## src/rtl/led_pulse_driver.sv

```systemverilog
// Event-driven LED blinker: each accepted event produces one ON/OFF blink of fixed tick lengths.
// Latency: led rises the cycle after event_i is sampled in IDLE; outputs are registered.
// Backpressure: none on event_i; events arriving mid-blink queue in pend (LED_PULSE_QUEUE_EN) and saturate, or are dropped.
module led_pulse_driver #(
    parameter int PRESCALE  = 128,
    parameter int ON_TICKS  = 4,
    parameter int OFF_TICKS = 4,
    parameter int QW        = 4
) (
    input  logic          clk,
    input  logic          rst,
    input  logic          event_i,
    output logic          led,
    output logic          busy,
    output logic [QW-1:0] pend
);

    typedef enum logic [1:0] {
        IDLE = 2'd0,
        ON   = 2'd1,
        OFF  = 2'd2
    } state_t;

    localparam logic [10:0] PRESC_LAST = 11'(PRESCALE - 1);
    localparam logic [7:0]  ON_LAST    = 8'(ON_TICKS - 1);
    localparam logic [7:0]  OFF_LAST   = 8'(OFF_TICKS - 1);

    state_t      state_q, state_d;
    logic [10:0] presc_q, presc_d;
    logic [7:0]  tick_q, tick_d;
    logic        led_q, busy_q;

    logic tick_w;
    logic on_end;
    logic off_end;
    logic has_pend;

    // A tick fires on the last prescaler count of any active state.
    assign tick_w  = (state_q != IDLE) && (presc_q == PRESC_LAST);
    assign on_end  = (state_q == ON)  && tick_w && (tick_q == ON_LAST);
    assign off_end = (state_q == OFF) && tick_w && (tick_q == OFF_LAST);

`ifdef LED_PULSE_QUEUE_EN
    localparam logic [QW-1:0] PEND_MAX = '1;

    logic [QW-1:0] pend_q, pend_d;
    logic          consume;
    logic          pend_inc;
    logic          pend_dec;

    assign has_pend = (pend_q != '0);
    // An event landing exactly on OFF end with an empty queue starts the next blink directly.
    assign consume  = off_end && event_i && !has_pend;
    assign pend_inc = (state_q != IDLE) && event_i && !consume;
    assign pend_dec = off_end && has_pend;

    // Queue depth: simultaneous enqueue and dequeue cancel; enqueue saturates at full.
    always_comb begin
        pend_d = pend_q;
        if (pend_inc && !pend_dec) begin
            if (pend_q != PEND_MAX) begin
                pend_d = pend_q + QW'(1);
            end
        end else if (pend_dec && !pend_inc) begin
            pend_d = pend_q - QW'(1);
        end
    end

    // Queue register.
    always_ff @(posedge clk) begin
        if (rst) begin
            pend_q <= '0;
        end else begin
            pend_q <= pend_d;
        end
    end

    assign pend = pend_q;
`else
    assign has_pend = 1'b0;
    assign pend     = '0;
`endif

    // Next-state, prescaler and tick counter; both counters restart on every state entry.
    always_comb begin
        state_d = state_q;
        presc_d = presc_q;
        tick_d  = tick_q;

        case (state_q)
            IDLE: begin
                if (event_i) begin
                    state_d = ON;
                end
            end
            ON: begin
                if (on_end) begin
                    state_d = OFF;
                end
            end
            OFF: begin
                if (off_end) begin
                    if (has_pend || event_i) begin
                        state_d = ON;
                    end else begin
                        state_d = IDLE;
                    end
                end
            end
            default: begin
                state_d = IDLE;
            end
        endcase

        if (state_d != state_q) begin
            presc_d = '0;
            tick_d  = '0;
        end else if (state_q != IDLE) begin
            if (tick_w) begin
                presc_d = '0;
                tick_d  = tick_q + 8'd1;
            end else begin
                presc_d = presc_q + 11'd1;
            end
        end
    end

    // State, counters and registered outputs; led/busy follow the state being entered.
    always_ff @(posedge clk) begin
        if (rst) begin
            state_q <= IDLE;
            presc_q <= '0;
            tick_q  <= '0;
            led_q   <= 1'b0;
            busy_q  <= 1'b0;
        end else begin
            state_q <= state_d;
            presc_q <= presc_d;
            tick_q  <= tick_d;
            led_q   <= (state_d == ON);
            busy_q  <= (state_d != IDLE);
        end
    end

    assign led  = led_q;
    assign busy = busy_q;

endmodule

```

## config.mk

```make
export PLATFORM = sky130hd
export DESIGN_NAME = led_pulse_driver
export DESIGN_NICKNAME = d
export VERILOG_FILES = /design/src/rtl/led_pulse_driver.sv
export SDC_FILE = /design/constraint.sdc
export NUM_CORES = 1
export LEC_CHECK = 0
export ABC_AREA = 1
export CAP_MARGIN = 20
export CORE_MARGIN = 3
export CORE_UTILIZATION = 44
export CTS_CLUSTER_SIZE = 30
export DETAILED_ROUTE_END_ITERATION = 10
export PLACE_DENSITY = 0.71
export SLEW_MARGIN = 20
export SYNTH_ARGS = -nofsm -noshare
export SYNTH_HDL_FRONTEND = slang
export SYNTH_SLANG_ARGS = --single-unit
```

## constraint.sdc

```tcl
create_clock -name clk -period 1.8 [get_ports clk]
set_clock_uncertainty 0.2 [all_clocks]
set_input_delay 0.18 -clock clk [delete_from_list [all_inputs] [get_ports clk]]
set_output_delay 0.18 -clock clk [all_outputs]
set_load 0.005 [all_outputs]
```

==> results of run 1 <==
-- cells in the mapped netlist --
library cell	number
sky130_fd_sc_hd__a21boi_0	1
sky130_fd_sc_hd__ha_1	2
sky130_fd_sc_hd__buf_2	1
sky130_fd_sc_hd__buf_4	4
sky130_fd_sc_hd__or2_2	1
sky130_fd_sc_hd__nor3_1	1
sky130_fd_sc_hd__dfxtp_1	23
sky130_fd_sc_hd__conb_1	1
sky130_fd_sc_hd__nand3_1	20
sky130_fd_sc_hd__nor2_1	41
sky130_fd_sc_hd__o21ai_0	1
sky130_fd_sc_hd__inv_1	28
sky130_fd_sc_hd__nand3_2	1
sky130_fd_sc_hd__xnor2_1	1
sky130_fd_sc_hd__nand2_1	55
sky130_fd_sc_hd__nand3b_1	1
sky130_fd_sc_hd__buf_6	1
sky130_fd_sc_hd__xor2_1	5
sky130_fd_sc_hd__o21ai_1	1
sky130_fd_sc_hd__o311ai_4	1
sky130_fd_sc_hd__nand2_2	3
sky130_fd_sc_hd__nor2_4	1
sky130_fd_sc_hd__nand4_1	8
sky130_fd_sc_hd__a21oi_1	3
sky130_fd_sc_hd__nor2_2	3
-- metal layers --
metal | track usage (%) | share of wire, % | vias up
met4 | 6.50 | 1.8 | 0
met5 | 0 | 0 | -
met1 | 21.5 | 48 | 567
met3 | 4.40 | 4.7 | 7
li1 | - | - | 677
met2 | 23.6 | 45 | 23
-- critical path, cell delays in order, from the launching register on --
cell                      delay, ns
sky130_fd_sc_hd__dfxtp_2       0.39
sky130_fd_sc_hd__ha_4          0.17
sky130_fd_sc_hd__nand2_1       0.07
sky130_fd_sc_hd__nor2_2        0.14
sky130_fd_sc_hd__nand2_2       0.10
sky130_fd_sc_hd__nor2_4        0.20
sky130_fd_sc_hd__buf_4         0.15
sky130_fd_sc_hd__xnor2_1       0.11
sky130_fd_sc_hd__nor2_1        0.06
-- state kept, by name (all words and copies together) (netlist names) --
| signal | cells |
|---|---|
| presc_q | 11 |
| tick_q | 8 |
| state_q | 2 |
| busy | 1 |
| led | 1 |
-- worst min-delay path by stage --
stage	startpoint	end	slack (ns)	cells after the start
6_report	tick_q[1]$_SDFFE_PP0P_	tick_q[1]$_SDFFE_PP0P_	0.35	4
5_1_grt	tick_q[1]$_SDFFE_PP0P_	tick_q[1]$_SDFFE_PP0P_	0.38	4
4_1_cts	tick_q[1]$_SDFFE_PP0P_	tick_q[1]$_SDFFE_PP0P_	0.35	4
3_5_place_dp	tick_q[7]$_SDFFE_PP0P_	tick_q[7]$_SDFFE_PP0P_	0.33	4
3_3_place_gp	tick_q[1]$_SDFFE_PP0P_	tick_q[1]$_SDFFE_PP0P_	0.33	4
2_1_floorplan	rst	led$_SDFF_PP0_	0.20	3
-- final cells by class --
class                      count  area, µm²  area share (%)
clock buffer                   3       22.5            1.46
timing repair buffer          14        115            7.46
multi-input combinational    155        788            51.1
sequential                    23        468            30.3
inverter                      28        105            6.81
clock inverter                 1       5.00           0.324
tap                           31       38.8            2.51
-- per-stage QoR --
step	util [%]	setup WS, ns
detailed placement	51.0	-0.0569
floorplan	-	0.141
finish	54.5	0.105
global route	54.5	0.0123
CTS	52.1	0.0254
global placement	51.0	-0.0333
-- logic make-up (layout without fill, tap and decap cells) --
logic type	count (synthesis)	after routing
compound gates	7	8
fa+ha+maj	2	2
other cells	1	4
simple gates	135	135
flops	23	23
buf+inv	34	46
xor+xnor	6	6
-- repair_timing --
action | 4_1_cts | 5_1_grt
endpoints found under the setup margin | 3 | 22
cloned | 0 | 1
setup buffers | 0 | 2
gates resized for setup | 1 | 12
pin swaps | 0 | 1
-- where the power goes --
group	leakage [nW]	internal (mW)	switching [mW]
Clock	0.0177	0.0834	0.162
Combinational	0.429	0.0255	0.0349
Sequential	0.188	0.516	0.00761
Total	0.635	0.625	0.204
==> impl_results.md, run 1 <==
- Data required time of the worst path: 1.82 ns
- Tcrit/Tclk final: 94.2%
- Cell area after technology mapping: 1340 µm²
- Antenna violations before repair: 0
- Overall Global Routing Usage: 15.8%
- Number of antenna cells inserted: 0
- Crit Path Category: reg -> reg
- Mux share of post-synthesis cell area: 0%
- Routed wire length: 2860 µm
- Drt initial violations: 54
- Sinks on the clock net: 23
- F_max: 590 MHz
- Area share of the largest cell type after synthesis: 34.4%
- Core area: 2830 µm²
- Fraction of final layout cells with drive strength greater than 1: 15.2%
- CTS tree: done
- Library cell with the largest summed area after synthesis: sky130_fd_sc_hd__dfxtp_1
- Maximum number of pins on one net before global-route repair: 20
- Wire per inst: 11.2 µm
- Length in cells of the worst reg-to-reg path: 8
- Count of endpoints failing setup in the final report: 0
- Worst VDD drop: 0.403 mV
- Aggregate global routing overflow: 0
- Number of H-tree branching levels: 1
- Synthesized-area fraction occupied by ao, oa, aoi and oai cells: 4.39%
- Number of design rule violations left after detail routing: 0
- Beginning of the critical path: presc_q[1]$_SDFFE_PP0N_
- Reg-to-reg setup timing slack: 0.10 ns
- Adder-Cell Fraction of Synth Area: 1.87%
- Number of global-route vias before repair: 1,040
- Final instance count without filler cells: 255
- Biggest area contributors in the synthesized netlist: sky130_fd_sc_hd__dfxtp_1, sky130_fd_sc_hd__nand2_1, sky130_fd_sc_hd__nor2_1
- Lkg Pwr: 0.635 nW
- GP Congestion: 0.888
- # rows: 19
- Element type at the critical path start: flip-flop
- Cell Area, Placed: 1440 µm²
- Clock transition time at the flip-flop clock pins of the worst setup and hold paths: 0.13 ns
- Signal arrival time at the worst endpoint: 1.71 ns
- Final max-slew violation count: 0
- P&R area growth vs syn: 15.1%
- Count of filler cells inserted in the layout: 282
- Design Power: 0.829 mW
- Dominant combinational cell family by area after synthesis: simple AND/OR/NAND/NOR gates
- Run status: finished, final reports clean
- Chip height: 61.2 µm
- Number of input and output port buffers inserted: 4
- Total CTS buffers: 3
- Count of cell types in the netlist: 25
- Global-route wire length before repair: 4420 µm
- Post-synthesis share of cell area spent on xor and xnor gates: 3.92%
- Overall die width: 61.2 µm
- Total half-perimeter wirelength after legalization and detailed placement: 1980 µm
- Max-cap check violation count: 0
- Simple-Gate Fraction of Synth Area: 43.9%
- Cell Count Post-Placement: 248
- Worst-case hold slack: 0.351 ns
- Destination of the worst register-to-register timing path: tick_q[0]$_SDFFE_PP0P_
- Synth Instances: 208
- Ports: 9
- Number of optimization iterations in the first detailed-route pass: 4
- Worst Path Max Fanout: 7
- Root Buffer Master: sky130_fd_sc_hd__clkbuf_4
- Worst slew margin relative to its limit: 65.2%
- Hold-fix buffer count after cts: 0
- Sum of negative setup slack: 0 ns
- Worst setup endpoint: tick_q[0]$_SDFFE_PP0P_
- Min-Delay Path Class: reg -> reg
- Clock Latency Late Sink: 0.32 ns
- Most used cells in the layout excluding fill and tap cells: sky130_fd_sc_hd__nand2_1, sky130_fd_sc_hd__nor2_1, sky130_fd_sc_hd__inv_1
- Detailed-route via count: 1,274
- Share of synthesized area occupied by flip-flops and latches: 34.4%
- Routed Antenna Nets: 0
- Power density relative to cell area: 537 nW/µm²
- Final worst path period need: 1.70 ns
- Layout net count: 230
- Maximum clock path buffer count: 2
- Endpoints failing hold: 0
- Beginning of the worst register-to-register path: presc_q[1]$_SDFFE_PP0N_
- Worst-margin pin slew: 0.520 ns
- Endpoint kind of the worst setup timing path: flip-flop
- Die footprint: 3740 µm²
- Unrepaired setup endpoints after global routing: false
- Average size of a mapped cell: 6.44 µm²
- Post-route cell area: 1540 µm²
- Number of synthesis warnings: 0
- Most frequent standard cell in the layout excluding fill and tap cells: sky130_fd_sc_hd__nand2_1
- Initial Util: 47.4%
- Number of synthesized register bits: 23
- Via/cell ratio: 5.00
(Power assumes the default switching activity.)
==> inputs of run 2 (changes only) <==
--- a/config.mk
+++ b/config.mk
@@ -8,10 +8,10 @@
 export ABC_AREA = 1
 export CAP_MARGIN = 20
 export CORE_MARGIN = 3
-export CORE_UTILIZATION = 44
+export CORE_UTILIZATION = 40
 export CTS_CLUSTER_SIZE = 30
 export DETAILED_ROUTE_END_ITERATION = 10
-export PLACE_DENSITY = 0.71
+export PLACE_DENSITY = 0.67
 export SLEW_MARGIN = 20
 export SYNTH_ARGS = -nofsm -noshare
 export SYNTH_HDL_FRONTEND = slang
==> run 2 against run 1 <==
Net effect: routed wire length grew 1.9%; sequential share of layout area is 0.94 points lower; critical path depth is 1 lower; die area increased by 9.0%; global-route usage down 1.5 points; total power rose by 0.70%; non-clock buffer count increased by 1; core utilization shrank 3.5 points; sequential power is essentially flat; worst hold slack improved by 0.0047 ns.
==> impl_results.md, run 2 (synthesis gave the netlist of run 1 again) <==
- Min-Delay Path Class: reg -> reg
- Root Buffer Master: sky130_fd_sc_hd__clkbuf_4
- Element type at the critical path start: flip-flop
- Final Worst Setup Slack: 0.112 ns (+0.00677 ns)
- Number of global-route vias before repair: 1,140 (+9.6%)
- Worst slew margin relative to its limit: 64.1% (-1.1 points)
- Reg-to-reg setup timing slack: 0.11 ns (about the same)
- Most used cells in the layout excluding fill and tap cells: sky130_fd_sc_hd__nand2_1, sky130_fd_sc_hd__nor2_1, sky130_fd_sc_hd__inv_1
- Tcrit/Tclk final: 93.8% (-0.38 points)
- Power density relative to cell area: 523 nW/µm² (-2.7%)
- Antenna violations before repair: 0 (unchanged)
- Count of cells along the worst hold path: 4 (unchanged)
- Drt initial violations: 57 (+5.6%)
- Met1 track utilization from global routing: 18.3% (-3.2 points)
- Cell with the largest stage delay on the worst path: sky130_fd_sc_hd__dfxtp_4
- Endpoint kind of the worst setup timing path: flip-flop
- Cells along the critical path: inv_1 > nand2_2 > nand2_2 > nor2_2 > nand3_4 > o311ai_2 > nor2_1
- End point of the worst hold path: tick_q[1]$_SDFFE_PP0P_
- P&R area growth vs syn: 19.1%
- Overall die width: 63.9 µm (+4.4%)
- Sequential share of power: 62.6% (-0.5 points)
- Via/cell ratio: 4.80 (-3.9%)
- Clock transition time at the flip-flop clock pins of the worst setup and hold paths: 0.14 ns (about the same)
- Most frequent standard cell in the layout excluding fill and tap cells: sky130_fd_sc_hd__nand2_1
- Core area: 3130 µm² (+11%)
- CTS tree: done
- Length in cells of the worst reg-to-reg path: 7 (-1)
- Number of antenna cells inserted: 0 (unchanged)
- Storage cell area: 469 µm² (+0.27%)
- Worst-margin pin slew: 0.538 ns (+0.0175 ns)
- Largest registers ranked by flip-flop count: presc_q (11), tick_q (8), state_q (2)
- Ports: 9 (unchanged)
- Sw frac: 24.8% (+0.19 points)
- Part of the total power dissipated in the clock network: 29.8% (+0.2 points)
- Wire per inst: 10.8 µm (-3.8%)
- Run status: finished, final reports clean
- Total CTS buffers: 3 (unchanged)
- Lkg Pwr: 0.642 nW (+1.0%)
- Routed Antenna Nets: 0 (unchanged)
- Worst-case hold slack: 0.356 ns (+0.00468 ns)
- F_max: 592 MHz (+0.40%)
- Detailed-route via count: 1,297 (+1.8%)
- Most congested layer reported by global routing: met2
- Maximum clock path buffer count: 2 (unchanged)
- Number of design rule violations left after detail routing: 0 (unchanged)
- Overall Global Routing Usage: 14.3% (-1.5 points)
- Routed wire length: 2910 µm (+1.9%)
- Sinks on the clock net: 23 (unchanged)
- Net switching power of the design: 0.207 mW (+1.5%)
- Met3 Track Usage GR: 3.51% (-0.89 points)
- Aggregate global routing overflow: 0 (unchanged)
- Cell with the most instances on the worst path: sky130_fd_sc_hd__nand2_2
- Critical Path Max Stage Delay: 0.45 ns (+0.06 ns)
- Number of optimization iterations in the first detailed-route pass: 4 (unchanged)
- Final max-slew violation count: 0 (unchanged)
- Chip height: 63.9 µm (+4.4%)
- Data required time of the worst path: 1.80 ns (-0.02 ns)
- GP Congestion: 0.882 (-0.73%)
- Clock Latency Late Sink: 0.32 ns (about the same)
- Multi-input gate area in the final layout: 818 µm² (+3.8%)
- Endpoints failing hold: 0 (unchanged)
- # rows: 20 (+1)
- Proportion of power drawn by combinational gates: 7.7% (+0.4 points)
- Layout net count: 232 (+0.87%)
- Worst VDD drop: 0.335 mV (-17%)
- Count of filler cells inserted in the layout: 319 (+13%)
- Destination of the worst register-to-register timing path: presc_q[6]$_SDFFE_PP0N_
- Global-route wire length before repair: 4840 µm (+9.5%)
- Cell internal pwr: 0.628 mW (+0.45%)
- Number of flip-flops under the largest register name: 11 (unchanged)
- Global-route met2 utilization: 24.6% (+1.1 points)
- Cell Count Post-Placement: 263 (+6.0%)
- Final worst path period need: 1.69 ns (-0.00677 ns)
- Crit Path Category: reg -> reg
- Largest register by flop count: presc_q
- Max-cap check violation count: 0 (unchanged)
- Hold path startpoint: tick_q[1]$_SDFFE_PP0P_
- Maximum number of pins on one net before global-route repair: 20 (unchanged)
- Beginning of the worst register-to-register path: state_q[0]$_SDFF_PP0_
- Number of input and output port buffers inserted: 4 (unchanged)
- Initial Util: 42.8% (-4.5 points)
- Worst Path Max Fanout: 7 (unchanged)
- Final instance count without filler cells: 270 (+5.9%)
- Signal arrival time at the worst endpoint: 1.69 ns (-0.02 ns)
- Total half-perimeter wirelength after legalization and detailed placement: 1940 µm (-1.9%)
- Cell family contributing the most delay on the critical path: simple AND/OR/NAND/NOR gates
- Count of endpoints failing setup in the final report: 0 (unchanged)
- Number of H-tree branching levels: 1 (unchanged)
- Post-Place Setup Slack: -0.0573 ns (-0.000411 ns)
- Die footprint: 4080 µm² (+9.0%)
- Fraction of final layout cells with drive strength greater than 1: 15.0% (-0.13 points)
- Number of buffer and inverter stages on the critical path: 1 (unchanged)
[run 2: worst max-delay path by stage]
stage,start,end,slack (ns),depth (start not counted)
after floorplan,tick_q[0]$_SDFFE_PP0P_,tick_q[0]$_SDFFE_PP0P_,0.14,7
after global placement,event_i,tick_q[3]$_SDFFE_PP0P_,-0.03,4
after detailed placement,event_i,presc_q[9]$_SDFFE_PP0N_,-0.06,4
after CTS,presc_q[1]$_SDFFE_PP0N_,presc_q[1]$_SDFFE_PP0N_,0.02,8
after global routing,state_q[0]$_SDFF_PP0_,presc_q[6]$_SDFFE_PP0N_,-0.003,7
final,state_q[0]$_SDFF_PP0_,presc_q[6]$_SDFFE_PP0N_,0.11,7
[run 2: per-stage QoR]
step           util (%)  power (mW)  instance area (µm²)   TNS, ns
2_1_floorplan         -       0.570                 1350         0
3_3_place_gp       47.2       0.584                 1480    -0.458
3_5_place_dp       47.2       0.584                 1480    -0.796
4_1_cts            48.2       0.825                 1510         0
5_1_grt            51.0       0.865                 1600  -0.00719
6_report           51.0       0.835                 1600         0
[run 2: timing repair]
action                     CTS  global route
hold endpoints to repair     0             0
setup buffers                0             1
gates resized for setup      3            11
pin swaps                    1             2
hold buffers                 0             0
setup endpoints to repair    3            23
gates cloned                 0             2
[run 2: area by class of cell]
cell class	instances	area share, %
Timing Repair Buffer	15	7.68
Sequential cell	23	29.4
Tap cell	44	3.45
Inverter	28	6.58
Clock buffer	4	1.65
Multi-Input combinational cell	156	51.3
[run 2: layer usage]
layer | routed length [µm] | up-vias
met3 | 146 | 0
met4 | 0 | 0
met5 | 0 | -
met2 | 1400 | 30
met1 | 1370 | 585
li1 | - | 682
[run 2: power by group through the flow]
stage	Combinational, mW	Sequential (mW)	Clock, mW
after floorplan	0.0374	0.532	0
after global placement	0.0525	0.532	0
after detailed placement	0.0525	0.532	0
after CTS	0.0529	0.521	0.251
after global routing	0.0703	0.524	0.271
final	0.0640	0.522	0.249
[run 2: worst reg2reg max path, delay by kind of cell (launching register included)]
kind                   cells  cell delay [ns]
AO/OA/AOI/OAI              1             0.18
buffers and inverters      1             0.10
flip-flops                 1             0.45
AND/OR/NAND/NOR            5             0.64
